<file path="config.mk">
export PLATFORM = sky130hd
export DESIGN_NAME = multi_rate_control
export DESIGN_NICKNAME = d
export VERILOG_FILES = /design/src/rtl/multi_rate_control_pkg.sv /design/src/rtl/multi_rate_control_rate_accumulator.sv /design/src/rtl/multi_rate_control.sv
export SDC_FILE = /design/constraint.sdc
export NUM_CORES = 1
export LEC_CHECK = 0
export ABC_CLOCK_PERIOD_IN_PS = 5800
export CAP_MARGIN = 20
export CORE_ASPECT_RATIO = 0.6
export CORE_MARGIN = 10
export CORE_UTILIZATION = 41
export CTS_CLUSTER_SIZE = 20
export DETAILED_ROUTE_END_ITERATION = 10
export PLACE_DENSITY = 0.6
export SLEW_MARGIN = 20
export SYNTH_ARGS = -nofsm -noshare
export SYNTH_HDL_FRONTEND = slang
export SYNTH_SLANG_ARGS = --single-unit
</file>
<file path="constraint.sdc">
create_clock -name clk_i -period 5.8 [get_ports clk_i]
set_input_delay 0.87 -clock clk_i [delete_from_list [all_inputs] [get_ports clk_i]]
set_output_delay 0.87 -clock clk_i [all_outputs]
set_load 0.01 [all_outputs]
</file>
<file path="src/rtl/multi_rate_control_pkg.sv">
// Shared types and constants for the multi-rate LFO controller.
// Divider states, derived widths and LFSR constants.
package multi_rate_control_pkg;

    typedef enum logic [1:0] {
        IDLE,
        LOAD,
        DIV,
        STORE
    } div_state_t;

    function automatic int calc_nb(input int res_bits, input int trip_bits);
        return res_bits + trip_bits + 1;
    endfunction

    function automatic int calc_full_rate(input int res_bits);
        return 1 << res_bits;
    endfunction

    localparam int NB        = calc_nb(16, 11);
    localparam int FULL_RATE = calc_full_rate(16);

    localparam logic [15:0] LFSR_SEED = 16'hACE1;
    // x^16 + x^14 + x^13 + x^11 + 1, Fibonacci form
    localparam logic [15:0] LFSR_TAPS = 16'hB400;

endpackage

</file>
<file path="src/rtl/multi_rate_control_rate_accumulator.sv">
// Per-channel rate generator: sigma-delta accumulator, or an LFSR
// comparator when MULTI_RATE_CONTROL_DITHER_EN is defined.
module rate_accumulator
    import multi_rate_control_pkg::*;
#(
    parameter int RES_BITS = 16
`ifdef MULTI_RATE_CONTROL_DITHER_EN
    ,
    parameter logic [15:0] SEED = LFSR_SEED
`endif
) (
    input  logic              clk,
    input  logic              rst,
    input  logic              tick,
    input  logic [RES_BITS:0] prob,
    output logic              incr_en
);

`ifdef MULTI_RATE_CONTROL_DITHER_EN

    logic [15:0] lfsr;
    logic        hit;

    assign hit = prob[RES_BITS] ||
                 ({1'b0, lfsr[RES_BITS-1:0]} < prob);

    always_ff @(posedge clk or posedge rst) begin
        if (rst) begin
            lfsr    <= SEED;
            incr_en <= 1'b0;
        end else begin
            incr_en <= tick & hit;
            if (tick) begin
                lfsr <= {lfsr[14:0], ^(lfsr & LFSR_TAPS)};
            end
        end
    end

`else

    logic [RES_BITS-1:0] acc;
    logic [RES_BITS:0]   sum;

    // Carry out of the accumulator is the pulse; the low bits persist.
    assign sum = {1'b0, acc} + prob;

    always_ff @(posedge clk or posedge rst) begin
        if (rst) begin
            acc     <= '0;
            incr_en <= 1'b0;
        end else begin
            incr_en <= tick & sum[RES_BITS];
            if (tick) begin
                acc <= sum[RES_BITS-1:0];
            end
        end
    end

`endif

endmodule

</file>
<file path="src/rtl/multi_rate_control.sv">
// LFO rate controller: shared serial divider feeding per-channel rate
// generators. MULTI_RATE_CONTROL_DITHER_EN selects LFSR dithered pulses.
module multi_rate_control
    import multi_rate_control_pkg::*;
#(
    parameter int CHANNELS        = 2,
    parameter int PERIOD_BITWIDTH = 18,
    parameter int RES_BITS        = 16,
    parameter int TRIP_BITS       = 11
) (
    input  logic                                 clk_i,
    input  logic                                 arst_i,
    input  logic                                 sample_tick_i,
    input  logic [CHANNELS*PERIOD_BITWIDTH-1:0]  period_i,
    output logic [CHANNELS-1:0]                  incr_en_o,
    output logic [CHANNELS*(RES_BITS+1)-1:0]     prob_o,
    output logic [CHANNELS-1:0]                  prob_valid_o
);

    localparam int PW         = PERIOD_BITWIDTH;
    localparam int DIV_CYCLES = calc_nb(RES_BITS, TRIP_BITS);
    localparam int CNT_W      = $clog2(DIV_CYCLES + 1);
    localparam int IDX_W      = (CHANNELS > 1) ? $clog2(CHANNELS) : 1;

    localparam logic [RES_BITS:0] FULL_PROB = {1'b1, {RES_BITS{1'b0}}};
    localparam logic [PW-1:0]     FAST_MAX  = PW'(2 ** TRIP_BITS);

    div_state_t state, state_nxt;

    logic [IDX_W-1:0]                 idx;
    logic [PW-1:0]                    per;
    logic [PW:0]                      rem;
    logic [RES_BITS:0]                quo;
    logic                             quo_ovf;
    logic [CNT_W-1:0]                 cnt;
    logic [CHANNELS-1:0][RES_BITS:0]  prob;
    logic [CHANNELS-1:0]              prob_valid;

    logic [PW-1:0]     per_sel;
    logic              fast;
    logic              div_last;
    logic              idx_last;
    logic [PW:0]       rem_shift;
    logic [PW:0]       rem_sub;
    logic              rem_ge;
    logic [RES_BITS:0] store_val;
    logic              st_load;
    logic              st_div;
    logic              st_store;

    assign per_sel  = period_i[idx*PW +: PW];
    assign fast     = (per_sel == '0) || (per_sel <= FAST_MAX);
    assign div_last = (cnt == CNT_W'(DIV_CYCLES - 1));
    assign idx_last = (idx == IDX_W'(CHANNELS - 1));

    // Numerator 2**(RES+TRIP) is a single 1 fed in on the first shift.
    assign rem_shift = {rem[PW-1:0], (cnt == '0)};
    assign rem_ge    = rem[PW] | (rem_shift >= {1'b0, per});
    assign rem_sub   = rem_shift - {1'b0, per};

    assign store_val = (quo_ovf || (quo > FULL_PROB)) ? FULL_PROB : quo;

    assign st_load  = (state == LOAD);
    assign st_div   = (state == DIV);
    assign st_store = (state == STORE);

    always_ff @(posedge clk_i or posedge arst_i) begin
        if (arst_i) begin
            state <= IDLE;
        end else begin
            state <= state_nxt;
        end
    end

    always_comb begin
        state_nxt = state;
        unique case (state)
            IDLE:    state_nxt = LOAD;
            LOAD:    state_nxt = fast ? STORE : DIV;
            DIV:     state_nxt = div_last ? STORE : DIV;
            STORE:   state_nxt = LOAD;
            default: state_nxt = IDLE;
        endcase
    end

    always_ff @(posedge clk_i or posedge arst_i) begin
        if (arst_i) begin
            idx        <= '0;
            per        <= '0;
            rem        <= '0;
            quo        <= '0;
            quo_ovf    <= 1'b0;
            cnt        <= '0;
            prob       <= '0;
            prob_valid <= '0;
        end else begin
            unique case (1'b1)
                st_load: begin
                    per     <= per_sel;
                    rem     <= '0;
                    quo     <= '0;
                    quo_ovf <= fast;
                    cnt     <= '0;
                end
                st_div: begin
                    rem     <= rem_ge ? rem_sub : rem_shift;
                    quo     <= {quo[RES_BITS-1:0], rem_ge};
                    quo_ovf <= quo_ovf | quo[RES_BITS];
                    cnt     <= cnt + 1'b1;
                end
                st_store: begin
                    prob[idx]       <= store_val;
                    prob_valid[idx] <= 1'b1;
                    idx             <= idx_last ? '0 : idx + 1'b1;
                end
                default: ;
            endcase
        end
    end

    assign prob_valid_o = prob_valid;

    for (genvar k = 0; k < CHANNELS; k++) begin : g_ch
        assign prob_o[k*(RES_BITS+1) +: RES_BITS+1] = prob[k];

        rate_accumulator #(
            .RES_BITS(RES_BITS)
`ifdef MULTI_RATE_CONTROL_DITHER_EN
            ,
            .SEED(LFSR_SEED ^ 16'(k))
`endif
        ) u_acc (
            .clk    (clk_i),
            .rst    (arst_i),
            .tick   (sample_tick_i),
            .prob   (prob[k]),
            .incr_en(incr_en_o[k])
        );
    end

endmodule

</file>
Yosys cells after proc, flatten, opt, wreduce, memory -nomap -nowiden
Index checks and enable logic that the tools add are counted.
- reduce and logical (&&, ||, !) cells: 8
- equality and inequality tests: 4
- add/sub/neg operators: 5
- multiply operators: 1
- multiplexer cells: 15
- bitwise gates (word level): 5
- $lt $le $gt $ge: 5
- shifts and indexed selects: 1
- operator list (kind ; number):
    $pmux 19 s2 ; 1
    $shiftx 36x7->18 ; 1
    $add 16x17->17 ; 2
    $bwmux 34 ; 1
    $mux 17 ; 2
    $pmux 17 s2 ; 1
    $ge 19x18->1 ; 1
    $mux 19 ; 1
    $sub 19x18->19 ; 1
    $le 18x12->1 const B ; 1
    $logic_not 18->1 ; 1
    $demux 17 s1 ; 1
    $gt 17x17->1 const B ; 1
    $pmux 5 s2 ; 1
    $pmux 2 s3 ; 1
    $add 5x1->5 const B ; 1
    $eq 5x5->1 const B ; 1
    $logic_not 5->1 ; 1
    $mul 1x4->5 const B ; 1
    $eq 2x2->1 const B ; 2
    $mux 1 ; 4
    $and 1x1->1 ; 2
    $eq 2x1->1 const B ; 1
    $logic_not 2->1 ; 1
    other kinds (11) ; 13
- bits of input ports: 39
- output and inout port bits: 38
- logic and storage cells: 58
- bits in registers: 133

Depth between registers and ports, before layout
- depth in word-level cells: 6
- mapped depth: 13
- mapped depth without buffers: 12

Cells and area by module
From an unflattened synthesis, not the netlist that was laid out.
- cells, all modules: 865
- area, all modules: 8120.3 µm²
- modules (own cells, without submodules) (module ; times used ; seq. area each (µm²) ; area each (µm²) ; cells an instance):
    multi_rate_control ; 1 ; 2477.4 ; 5200.0 ; 551
    rate_accumulator (g_ch[0].u_acc) ; 1 ; 425.4 ; 1471.4 ; 168
    rate_accumulator (g_ch[1].u_acc) ; 1 ; 425.4 ; 1448.9 ; 146

Worst setup path before layout
Ideal clock, no wire load.
- kind: reg2reg
- start: register cnt[0]
- end: register rem[18]
- path slack: 2684 ps
- data arrival time: 3020 ps
- cell stages (with the launch flop): 13
- setup time: 95 ps
- clock period less this slack: 3116 ps
- required time: 5705 ps
- buffers on the path: 0
- path through: dfrtp_1 > inv_1 > ha_1 > or4b_2 > ha_1 > fa_1 > nor2b_1 > o31a_1 > o21ai_0 > o21ai_0 > nand2_1 > mux2_2 > o31ai_1
- longest elaborated chain between the ends: 5
- elaborated cells on any way between the ends: 6
- classes of those cells: add/sub: 1; order compare: 1; mux: 2; bitwise: 1; reduce/logical: 1
- ends and longest elaborated chain (what ; line ; RTL):
    from (decl) ; multi_rate_control.sv:35 ; logic [CNT_W-1:0] cnt;
    from (signal assigned) ; multi_rate_control.sv:109 ; cnt <= cnt + 1'b1;
    $logic_not 5->1 (*) ; multi_rate_control.sv:57 ; assign rem_shift = {rem[PW-1:0], (cnt == '0)};
    $ge 19x18->1 ; multi_rate_control.sv:58 ; assign rem_ge = rem[PW] | (rem_shift >= {1'b0, per});
    $or 1x1->1 ; multi_rate_control.sv:58 ;
    $mux 19 (*) ; multi_rate_control.sv:106 ; rem <= rem_ge ? rem_sub : rem_shift;
    $pmux 19 s2 (*) ; multi_rate_control.sv:97 ; unique case (1'b1)
    to (signal assigned) ; multi_rate_control.sv:106 ;
    to (decl) ; multi_rate_control.sv:32 ; logic [PW:0] rem;
Every way passes the cells marked *; elsewhere a longest branch is shown, timed or not.
A chain may end at the register's enable or synchronous reset.

Final worst setup path
Same ends and word-level chain as after synthesis.

==> impl_metrics.ini <==
[logic_synthesis]
syn_nets = 954
ys.flop_type = dfrtp_1
synthCells = 856
synth_edf_count = 0
ys.warnings.count = 0
yosysTopAreaCell = dfrtp_1
syn_area_sq_um = 7940
netlist.area_leader.share_pct = 41.9
syn_area_per_cell_sq_um = 9.27
ys_seq_area_share_pct = 41.9
ys_ff_latch = 133
synthArstFlopShare_pct = 100
synthTopCellsByArea = dfrtp_1 (42%), ha_1 (8.8%), nand2_1 (5.9%)
ys_types = 59

[die]
die_y_microns = 128
ioPinCount = 77
start_util_pct = 41.7
die-area_sq_um = 25500
rows = 39
coreArea_sq_um = 19000
chipWidth_microns = 200

[run_status]
outcome = completed

[critical_path]
path_buf_inv = 1
slowest_delay_ns = 0.60
cpMaxStageDelayCell = or4b_2
critPathKind = flop to flop
cp_data_required_time_ns = 6.12
cp.arrival_ns = 3.99
crit_chain = inv_1 > ha_1 > or4b_2 > ha_1 > fa_1 > nor2b_1 > o31a_1 > o21ai_0 > o21ai_0 > nand2_1 > mux2_2 > o31ai_1
ff2ff_setup_slack_ns = 2.13
end_kind = flop
critPathMaxFanout = 5
critPathLaunchType = flop
cp_top_family = compound AO/OA/AOI/OAI gates

[grt]
grt_pass1_vias = 5962
grt_busiest_layer = met1
grt_use_met2_pct = 19.5
grt_max_degree = 101
antenna_found_initial = 1
grtUsageMet3_pct = 3.88
grt_first_pass_wirelength_mm = 32.9
grt_overflow = 0
use_met1_pct = 27.0
track_usage_pct = 16.3

[detailed_routing]
viasPerCell = 5.44
ant_nets = 0
drtPass1Iterations = 5
drt-initial-drc-count = 478
wire_per_inst_microns = 16.9
drcViolationCount = 0
vias = 6388
drt-total-wl_mm = 19.9

[power_and_ir_drop]
internal_power_mw = 2.04
ir_drop_uv = 336
swShare_pct = 37.5
power.switching_mw = 1.22
leakagePower_nw = 4.48
p_total_mw = 3.26
power_frac_comb_pct = 32.9
pwr-share-clk_pct = 33.1
p_per_area_nw_per_um2 = 345
pwr-share-seq_pct = 34.0

[timing]
setup_tns_ns = 0
max_slew_margin_pct = 30.7
fin_crit_sh_pct = 63.3
timing.fmax_mhz = 272
finalClockSkew_ns = 0.0110
tightest_slew_ns = 1.04
setup-violations-final = 0
period_needed_ns = 3.67
rsz0062_at_grt = false
worst_slack_ns = 2.13
slew_violations = 0
hold_violations = 0
finalHoldWorstSlack_ns = 0.463

[final_layout]
ff_latch_area_sq_um = 3330
nFillCells = 1827
syn2layout_area_growth_pct = 19.2
drive_gt1_share_pct = 8.19
multi_input_area_sq_um = 4290
post-route-util_pct = 49.7
antennaDiodeCount = 0
final_area_sq_um = 9460
nNetsFinal = 1013
instances_no_fill = 1174

[cts]
cts_tree = built
cts_buffers = 17
htree_levels = 4
cts_setup_buffers = 0
hold_buffers = 0
clockBufferDepth = 2
worstSkewPairLatency_ns = 0.42
clkTransAtPathRegs_ns = 0.06
cts.sinks = 133
root_buffer = clkbuf_16
cts.repair.resized = 0

[placed_design]
placed_area_sq_um = 8870
io_buffers = 76
hpwl_mm = 14.6
pre_cts_ws_ns = 2.20
dp_cells = 1142
place_congestion = 0.903

[hold_path]
hold_path.class = flop to flop

[run]
maxCapViolCount = 0
==> cell usage after synthesis (7+ instances only) <==
master and number:
dfrtp_1 133, nand2_1 125, o21ai_0 85, a21oi_1 65, ha_1 56, nor2_1 50, inv_1 37, clkbuf_1 31
mux2_2 28, mux2i_1 22, xnor2_1 21, a21o_1 20, xor2_1 19, nand3_1 18, nand4_1 10, nor4_1 10
o21bai_1 9, o21a_1 8, o31ai_1 8, nand2b_1 7, o311ai_0 7
==> registers in the layout (all words and copies together), names as in the netlist <==
| signal | flops |
|---|---|
| cnt | 5 |
| g_ch.u_acc.acc | 32 |
| g_ch.u_acc.incr_en | 2 |
| idx | 1 |
| per | 18 |
| prob_o | 34 |
| prob_valid_o | 2 |
| quo | 17 |
| quo_ovf | 1 |
| rem | 19 |
| state | 2 |
==> cell usage in the layout, fill, tap and decap left out, drive strengths merged, types with 4 or more instances in the layout <==
master,instances
o21bai,9
a211o,4
and2,4
inv,41
a21oi,66
o21a,8
nor4,10
o31ai,8
a32oi,6
clkinvlp,4
a21o,20
nand4,10
dfrtp,133
o311ai,9
clkbuf,18
o22ai,6
nor2,50
xnor2,21
nor2b,6
clkdlybuf4s50,76
clkinv,4
o21ai,85
mux2i,22
nand2,125
nand2b,7
a211oi,7
mux2,28
buf,6
nand3,18
ha,56
xor2,19
==> power by group through the flow <==
| stage | logic, mW | registers (mW) | clock network [mW] |
|---|---|---|---|
| after global routing | 1.21 | 1.12 | 1.15 |
| final | 1.07 | 1.11 | 1.08 |
| after global placement | 1.06 | 1.12 | 0 |
| after detailed placement | 1.06 | 1.13 | 0 |
| after CTS | 1.07 | 1.11 | 1.11 |
| after floorplan | 0.800 | 1.11 | 0 |
==> path summary, 6_finish.rpt <==
| check | start | to | cells after the start |
|---|---|---|---|
| max | cnt[0] | rem[18] | 12 |
| min | prob_valid_o[0] | prob_valid_o[0] | 1 |
| max reg2reg | cnt[0] | rem[18] | 12 |
| min reg2reg | prob_valid_o[0] | prob_valid_o[0] | 1 |
| max in group asynchronous | arst_i | g_ch[0].u_acc.acc[5] | 3 |
| min in group asynchronous | arst_i | per[5] | 2 |
==> metal layers <==
| layer | part of all wire [%] | vias to the layer above |
|---|---|---|
| met5 | 0 | - |
| met4 | 0.70 | 0 |
| met3 | 5.4 | 13 |
| met2 | 36 | 141 |
| met1 | 57 | 3040 |
| li1 | - | 3194 |
==> cells by family after synthesis <==
family          after synthesis  share of synthesized area, %
simple gates                250                          14.1
compound gates              245                          19.1
flops                       133                          41.9
buf+inv                      79                          4.07
fa+ha+maj                    59                          9.58
mux                          50                          6.75
xor+xnor                     40                          4.41
==> final cells by class <==
type / count / area share, %
Inverter: 37 / 1.52
Clock inverter: 14 / 1.61
Timing Repair Buffer: 82 / 8.52
Tap cell: 246 / 3.25
Clock buffer: 18 / 4.54
Multi-Input combinational cell: 644 / 45.4
Sequential cell: 133 / 35.2
Note: power is estimated with default switching activity, not from simulation.
